[config.mk]
export PLATFORM = sky130hd
export DESIGN_NAME = dbus_arbiter
export DESIGN_NICKNAME = d
export VERILOG_FILES = /design/src/rtl/dbus_arbiter.sv
export SDC_FILE = /design/constraint.sdc
export NUM_CORES = 1
export LEC_CHECK = 0
export CAP_MARGIN = 20
export CORE_AREA = 3 3 161 163
export DETAILED_ROUTE_END_ITERATION = 10
export DIE_AREA = 0 0 164 166
export MAX_ROUTING_LAYER = met4
export PLACE_DENSITY_LB_ADDON = 0.1
export RECOVER_POWER = 25
export SLEW_MARGIN = 15
export SYNTH_ARGS = -nofsm -noshare
export SYNTH_HDL_FRONTEND = slang
export SYNTH_SLANG_ARGS = --single-unit
[constraint.sdc]
create_clock -name clk -period 3.2 [get_ports clk]
set_input_delay 0.64 -clock clk [delete_from_list [all_inputs] [get_ports clk]]
set_output_delay 0.64 -clock clk [all_outputs]
set_load 0.1 [all_outputs]
[src/rtl/dbus_arbiter.sv]
// ---------------------------------------------------------------------------
// dbus_arbiter
// Shares the data-side bus (DM, TC0, TC1, interrupt-generator register)
// between the CPU MEM stage (M0) and a DMA/debug master (M1).
//
// Ports:
//   clk, reset_n            clock, synchronous active-low reset
//   m0_* (req/addr/we/byteen/wdata in; gnt/stall/rvalid/rdata/err out)
//                           CPU MEM-stage master
//   m1_* (same set plus m1_lock in)
//                           DMA/debug master, may lock the bus for bursts
//   s_addr, s_wdata         address/data of the granted access (0 when idle)
//   dm_byteen               DM byte write enables
//   tc0_we, tc1_we, ins_we  word write strobes for timers and INS register
//   dm/tc0/tc1/ins_rdata    slave read data, valid the cycle after access
// ---------------------------------------------------------------------------
module dbus_arbiter #(
  parameter int MAX_LOCK = 8,
  parameter int CNT_W    = 4
) (
  input  logic        clk,
  input  logic        reset_n,
  input  logic        m0_req,
  input  logic [31:0] m0_addr,
  input  logic        m0_we,
  input  logic [3:0]  m0_byteen,
  input  logic [31:0] m0_wdata,
  output logic        m0_gnt,
  output logic        m0_stall,
  output logic        m0_rvalid,
  output logic [31:0] m0_rdata,
  output logic        m0_err,
  input  logic        m1_req,
  input  logic [31:0] m1_addr,
  input  logic        m1_we,
  input  logic [3:0]  m1_byteen,
  input  logic [31:0] m1_wdata,
  input  logic        m1_lock,
  output logic        m1_gnt,
  output logic        m1_rvalid,
  output logic [31:0] m1_rdata,
  output logic        m1_err,
  output logic [31:0] s_addr,
  output logic [31:0] s_wdata,
  output logic [3:0]  dm_byteen,
  output logic        tc0_we,
  output logic        tc1_we,
  output logic        ins_we,
  input  logic [31:0] dm_rdata,
  input  logic [31:0] tc0_rdata,
  input  logic [31:0] tc1_rdata,
  input  logic [31:0] ins_rdata
);

  localparam logic ST_ARB   = 1'b0;
  localparam logic ST_LOCK1 = 1'b1;

  localparam logic [2:0] REG_MISS = 3'd0;
  localparam logic [2:0] REG_DM   = 3'd1;
  localparam logic [2:0] REG_TC0  = 3'd2;
  localparam logic [2:0] REG_TC1  = 3'd3;
  localparam logic [2:0] REG_INS  = 3'd4;

  // Count value at which the next locked grant would be the last one allowed.
  localparam logic [CNT_W-1:0] LOCK_LAST = CNT_W'(MAX_LOCK - 1);

  logic             r_state;
  logic [CNT_W-1:0] r_lockCnt;
  logic             r_lastOwner;   // 0 = M0, 1 = M1
  logic             r_rvalid0;
  logic             r_rvalid1;
  logic [2:0]       r_region;
  logic             r_err;
  logic             r_load;

  logic        w_gnt0;
  logic        w_gnt1;
  logic        w_any;
  logic [31:0] w_addr;
  logic [31:0] w_wdata;
  logic        w_we;
  logic [3:0]  w_byteen;
  logic [2:0]  w_region;
  logic        w_fullWord;
  logic        w_err;
  logic        w_wr;
  logic [31:0] w_slaveData;
  logic [31:0] w_respData;

  // Grant selection. While M1 holds the lock it is the only candidate;
  // otherwise a tie goes to whoever did not own the bus last.
  always_comb begin
    w_gnt0 = 1'b0;
    w_gnt1 = 1'b0;
    if (r_state == ST_LOCK1) begin
      w_gnt1 = m1_req;
    end else if (m0_req && m1_req) begin
      w_gnt0 = r_lastOwner;
      w_gnt1 = ~r_lastOwner;
    end else begin
      w_gnt0 = m0_req;
      w_gnt1 = m1_req;
    end
  end

  assign w_any = w_gnt0 | w_gnt1;

  // Route the granted master's request onto the slave side; everything is
  // zero when nobody is granted so idle cycles never look like accesses.
  always_comb begin
    w_addr   = 32'h0;
    w_wdata  = 32'h0;
    w_we     = 1'b0;
    w_byteen = 4'h0;
    if (w_gnt0) begin
      w_addr   = m0_addr;
      w_wdata  = m0_wdata;
      w_we     = m0_we;
      w_byteen = m0_byteen;
    end else if (w_gnt1) begin
      w_addr   = m1_addr;
      w_wdata  = m1_wdata;
      w_we     = m1_we;
      w_byteen = m1_byteen;
    end
  end

  // Address decode of the granted access.
  always_comb begin
    w_region = REG_MISS;
    if (w_addr <= 32'h0000_2FFF)
      w_region = REG_DM;
    else if (w_addr >= 32'h0000_7F00 && w_addr <= 32'h0000_7F0B)
      w_region = REG_TC0;
    else if (w_addr >= 32'h0000_7F10 && w_addr <= 32'h0000_7F1B)
      w_region = REG_TC1;
    else if (w_addr >= 32'h0000_7F20 && w_addr <= 32'h0000_7F23)
      w_region = REG_INS;
  end

  // Timer and INS registers only accept whole-word stores; a partial store
  // there is rejected with an error instead of corrupting the register.
  assign w_fullWord = (w_byteen == 4'hF);
  assign w_err      = (w_region == REG_MISS) ||
                      (w_we && (w_region != REG_DM) && !w_fullWord);
  assign w_wr       = w_any && w_we;

  assign s_addr    = w_addr;
  assign s_wdata   = w_wdata;
  assign dm_byteen = (w_wr && w_region == REG_DM) ? w_byteen : 4'h0;
  assign tc0_we    = w_wr && (w_region == REG_TC0) && w_fullWord;
  assign tc1_we    = w_wr && (w_region == REG_TC1) && w_fullWord;
  assign ins_we    = w_wr && (w_region == REG_INS) && w_fullWord;

  assign m0_gnt   = w_gnt0;
  assign m1_gnt   = w_gnt1;
  assign m0_stall = m0_req & ~w_gnt0;

  // Arbitration state: lock entry/exit and round-robin history. A burst
  // counts its first grant in ARB, so leaving at LOCK_LAST caps it at
  // MAX_LOCK grants and leaves last_owner at M1 so M0 wins next.
  always_ff @(posedge clk) begin
    if (!reset_n) begin
      r_state     <= ST_ARB;
      r_lockCnt   <= '0;
      r_lastOwner <= 1'b1;
    end else begin
      if (w_gnt0)
        r_lastOwner <= 1'b0;
      else if (w_gnt1)
        r_lastOwner <= 1'b1;

      if (r_state == ST_ARB) begin
        if (w_gnt1 && m1_lock && (MAX_LOCK > 1)) begin
          r_state   <= ST_LOCK1;
          r_lockCnt <= CNT_W'(1);
        end
      end else begin
        if (m1_req && m1_lock && (r_lockCnt < LOCK_LAST)) begin
          r_lockCnt <= r_lockCnt + CNT_W'(1);
        end else begin
          r_state   <= ST_ARB;
          r_lockCnt <= '0;
        end
      end
    end
  end

  // Response bookkeeping: remember who was served and what kind of access
  // it was, so the reply can be formed from slave data one cycle later.
  always_ff @(posedge clk) begin
    if (!reset_n) begin
      r_rvalid0 <= 1'b0;
      r_rvalid1 <= 1'b0;
      r_region  <= REG_MISS;
      r_err     <= 1'b0;
      r_load    <= 1'b0;
    end else begin
      r_rvalid0 <= w_gnt0;
      r_rvalid1 <= w_gnt1;
      r_region  <= w_region;
      r_err     <= w_err;
      r_load    <= ~w_we;
    end
  end

  // Read data mux on the registered region; stores and errors return zero.
  always_comb begin
    w_slaveData = 32'h0;
    case (r_region)
      REG_DM:  w_slaveData = dm_rdata;
      REG_TC0: w_slaveData = tc0_rdata;
      REG_TC1: w_slaveData = tc1_rdata;
      REG_INS: w_slaveData = ins_rdata;
      default: w_slaveData = 32'h0;
    endcase
  end

  assign w_respData = (r_load && !r_err) ? w_slaveData : 32'h0;

  assign m0_rvalid = r_rvalid0;
  assign m0_rdata  = r_rvalid0 ? w_respData : 32'h0;
  assign m0_err    = r_rvalid0 & r_err;
  assign m1_rvalid = r_rvalid1;
  assign m1_rdata  = r_rvalid1 ? w_respData : 32'h0;
  assign m1_err    = r_rvalid1 & r_err;

endmodule
==> flow_summary.yaml <==
status:
  status: "finished, final reports clean"
clock_tree:
  cts.sinks: 13
  cts_tree: "yes"
  clk_pin_slew_ps: 50
  htreeDepth: 1
  clock_latency_ps: 240
  clk_path_buf_depth: 2
  cts_buffers: 3
  cts_root_buf: "clkbuf_16"
  ctsHoldBuffers: 0
synth:
  synth_nets: 774
  async_flop_share: 0
  syn_avg_cell_area_um2: 5.972
  ys_seq_area_frac: 0.08681
  yosys_warnings: 0
  synth_edf_count: 0
  synth.area.top_cells: "a22oi_1 18%, and2_1 15%, nand2_1 12%"
  synthDistinctLibCells: 48
  yosys_most_used_dff: "dfxtp_1"
  synth_area_um2: 2998
  synth-seq-cells: 13
  synth_top_area_share: 0.1803
  yosysTopAreaCell: "a22oi_1"
  postSynthCellCount: 502
power:
  p_switching_w: 0.001146
  p_clk_frac: 0.101
  p_total_w: 0.002300
  peakVddDrop_v: 0.0001918
  p_per_area_nw_per_um2: 232.6
  leakage_nw: 4.117
  p_seq_frac: 0.079
  p_comb_frac: 0.820
  p_sw_frac: 0.4982
  p_int_w: 0.001154
min_path:
  min_path_cells: 2
  hp-class: "reg2reg"
route:
  ant_nets: 0
  viasPerCell: 4.344
  top_layer_used: "met4"
  vias: 5652
  drtIter0Drc: 253
  wl_per_cell_um: 18.00
  met3WireLength_um: 2403
  wl_met1_um: 8678
  routed_wirelength_um: 23420
  wl_met2_um: 12110
  drc_errors: 0
  firstDrtPassIters: 4
setup_path:
  crit_fanout: 5
  slowest_stage: "buf_4"
  critPathKind: "in2reg"
  endpoint_kind: "register"
  worstPathArrival_ps: 3250
  crit_chain: "buf_4 -> nand3b_1 -> buf_4 -> buf_4 -> buf_4 -> buf_4 -> buf_4 -> buf_4 -> buf_4 -> buf_4 -> buf_4 -> buf_4 -> buf_4 -> buf_4 -> buf_4 -> buf_4 -> buf_4 -> buf_4 -> buf_4 -> buf_4 -> o21ai_2 -> nand2_1"
  crit_path_frequent_cell: "buf_4"
  cp.required_ps: 3320
  crit_path_max_incr_delay_ps: 190
  reg2reg_depth: 21
  start_kind: "primary input"
global_route:
  grt_usage: 0.1623
  antenna_found_initial: 2
  overflow: 0
  grt_pass1_vias: 5933
  grt_max_degree: 55
  grt_pass1_wl_um: 34020
timing:
  setup_tns_ps: 0
  fmax_ghz: 0.3191
  finalHoldViolations: 0
  final-max-slew-violation-count: 0
  hold_ws_ps: 452.1
  final.period_utilization: 0.9792
  fin_crit_ps: 3134
  worstMarginPinSlew_ps: 1209
  skew_ps: 6.196
  slew_headroom: 0.1973
  setup_violations: 0
floorplan:
  num_rows: 57
  die_h_um: 166
  die_area_um2: 27220
  initial_core_util: 0.1226
  num_io_pins: 413
  design.core.area_um2: 24460
  die_x_um: 164
placement:
  gp_routability_congestion: 0.8394
  place_hpwl_um: 19330
  io_buffers: 412
cells_and_area:
  area_delta_synth_final_pct: 229.8
  drive_gt1_frac: 0.3108
  nNetsFinal: 1248
  n_fill_cell: 2462
run:
  drv_cap: 0
layer usage:
metal / global-route usage / vias up
met3: 0.04839 / 14
met1: 0.1694 / 2571
li1: - / 2788
met4: 0.02243 / 0
met5: - / -
met2: 0.3047 / 279
cells in the mapped netlist (2+ instances only):
master / number
a21oi_1: 42
and2_1: 73
and3_1: 5
nand4b_1: 2
buf_1: 6
nand2_1: 97
o2111ai_1: 2
dfxtp_1: 13
nor3_1: 6
a22oi_1: 72
nor2b_1: 2
a32o_1: 2
or2_2: 3
a211o_1: 2
inv_1: 8
nor3b_1: 3
a32oi_1: 2
nand3_1: 34
nor4_1: 7
a31o_2: 2
or3_1: 2
clkbuf_1: 37
a22o_1: 15
a31oi_1: 2
nor2_1: 16
o21ai_0: 17
nand2b_1: 3
nand4_1: 7
registers in the layout (all words and copies together), names as in the netlist:
register and cells:
r_err 1, r_region 3, r_load 1, r_state 1, r_lockCnt 4, m0_rvalid 1, m1_rvalid 1, r_lastOwner 1
power groups by stage:
stage                     sequential (W)  combinational [W]  clock [W]
after global routing            0.000184            0.00196   0.000248
after floorplan                 0.000191           0.000901          0
after global placement          0.000185            0.00183          0
after detailed placement        0.000185            0.00183          0
final                           0.000182            0.00189   0.000233
after CTS                       0.000182            0.00188   0.000238
area by class of cell:
class	count	area, µm²	area share
sequential	13	261.5	0.02645
inverter	8	33.78	0.003416
antenna	2	5.005	0.0005061
clock buffer	4	78.83	0.007972
timing repair buffer	514	6281	0.6352
tap	324	405.4	0.04100
multi-input combinational	436	2823	0.2855
critical path: cells and delay by family:
| kind | cells | cell delay [ps] |
|---|---|---|
| compound gates | 1 | 50 |
| buf+inv | 19 | 2330 |
| simple gates | 2 | 250 |
logic make-up (layout without fill, tap and decap cells):
group,Yosys count,count (layout),synth area share
flops,13,13,0.08681
compound gates,170,170,0.3915
other cells,0,2,0
buf+inv,53,526,0.07012
fa+ha+maj,1,1,0.004173
simple gates,265,265,0.4474
through the flow:
step	util	cells	area (µm²)	worst slack, ps
after floorplan	-	502	3123	-303.5
after detailed placement	0.3823	1260	9353	-439.9
after global routing	0.4042	1301	9888	-3.169
after global placement	0.3823	1260	9353	-337.6
after CTS	0.3969	1292	9708	0.3841
final	0.4042	1301	9888	66.43
timing repair:
item,4_1_cts,5_1_grt
cloned,0,0
gates resized for setup,42,53
setup buffers,30,7
pin swaps,24,30
endpoints found under the setup margin,50,11
placed cells by master (no fill, tap or decap), types with 10 or more instances in the layout:
| cell type | Yosys | layout |
|---|---|---|
| a21oi_1 | 42 | 42 |
| a22o_1 | 15 | 15 |
| a22oi_1 | 72 | 71 |
| and2_1 | 73 | 71 |
| buf_12 | 0 | 138 |
| buf_4 | 1 | 101 |
| clkdlybuf4s50_1 | 0 | 218 |
| dfxtp_1 | 13 | 12 |
| dlygate4sd2_1 | 0 | 14 |
| dlymetal6s2s_1 | 0 | 27 |
| nand2_1 | 97 | 87 |
| nand2_2 | 1 | 11 |
| nand3_1 | 34 | 34 |
| nor2_1 | 16 | 10 |
| o21ai_1 | 1 | 11 |
path summary, 6_finish.rpt:
check / end / startpoint / slack [ps]
min reg2reg: r_lockCnt[3]$_SDFFE_PN0P_ / r_lockCnt[3]$_SDFFE_PN0P_ / 450
min: r_lockCnt[3]$_SDFFE_PN0P_ / r_lockCnt[3]$_SDFFE_PN0P_ / 450
max: r_lastOwner$_SDFFE_PN1P_ / m0_req / 70
max reg2reg: r_lastOwner$_SDFFE_PN1P_ / r_state$_SDFF_PN0_ / 120
(Power assumes the default switching activity.)
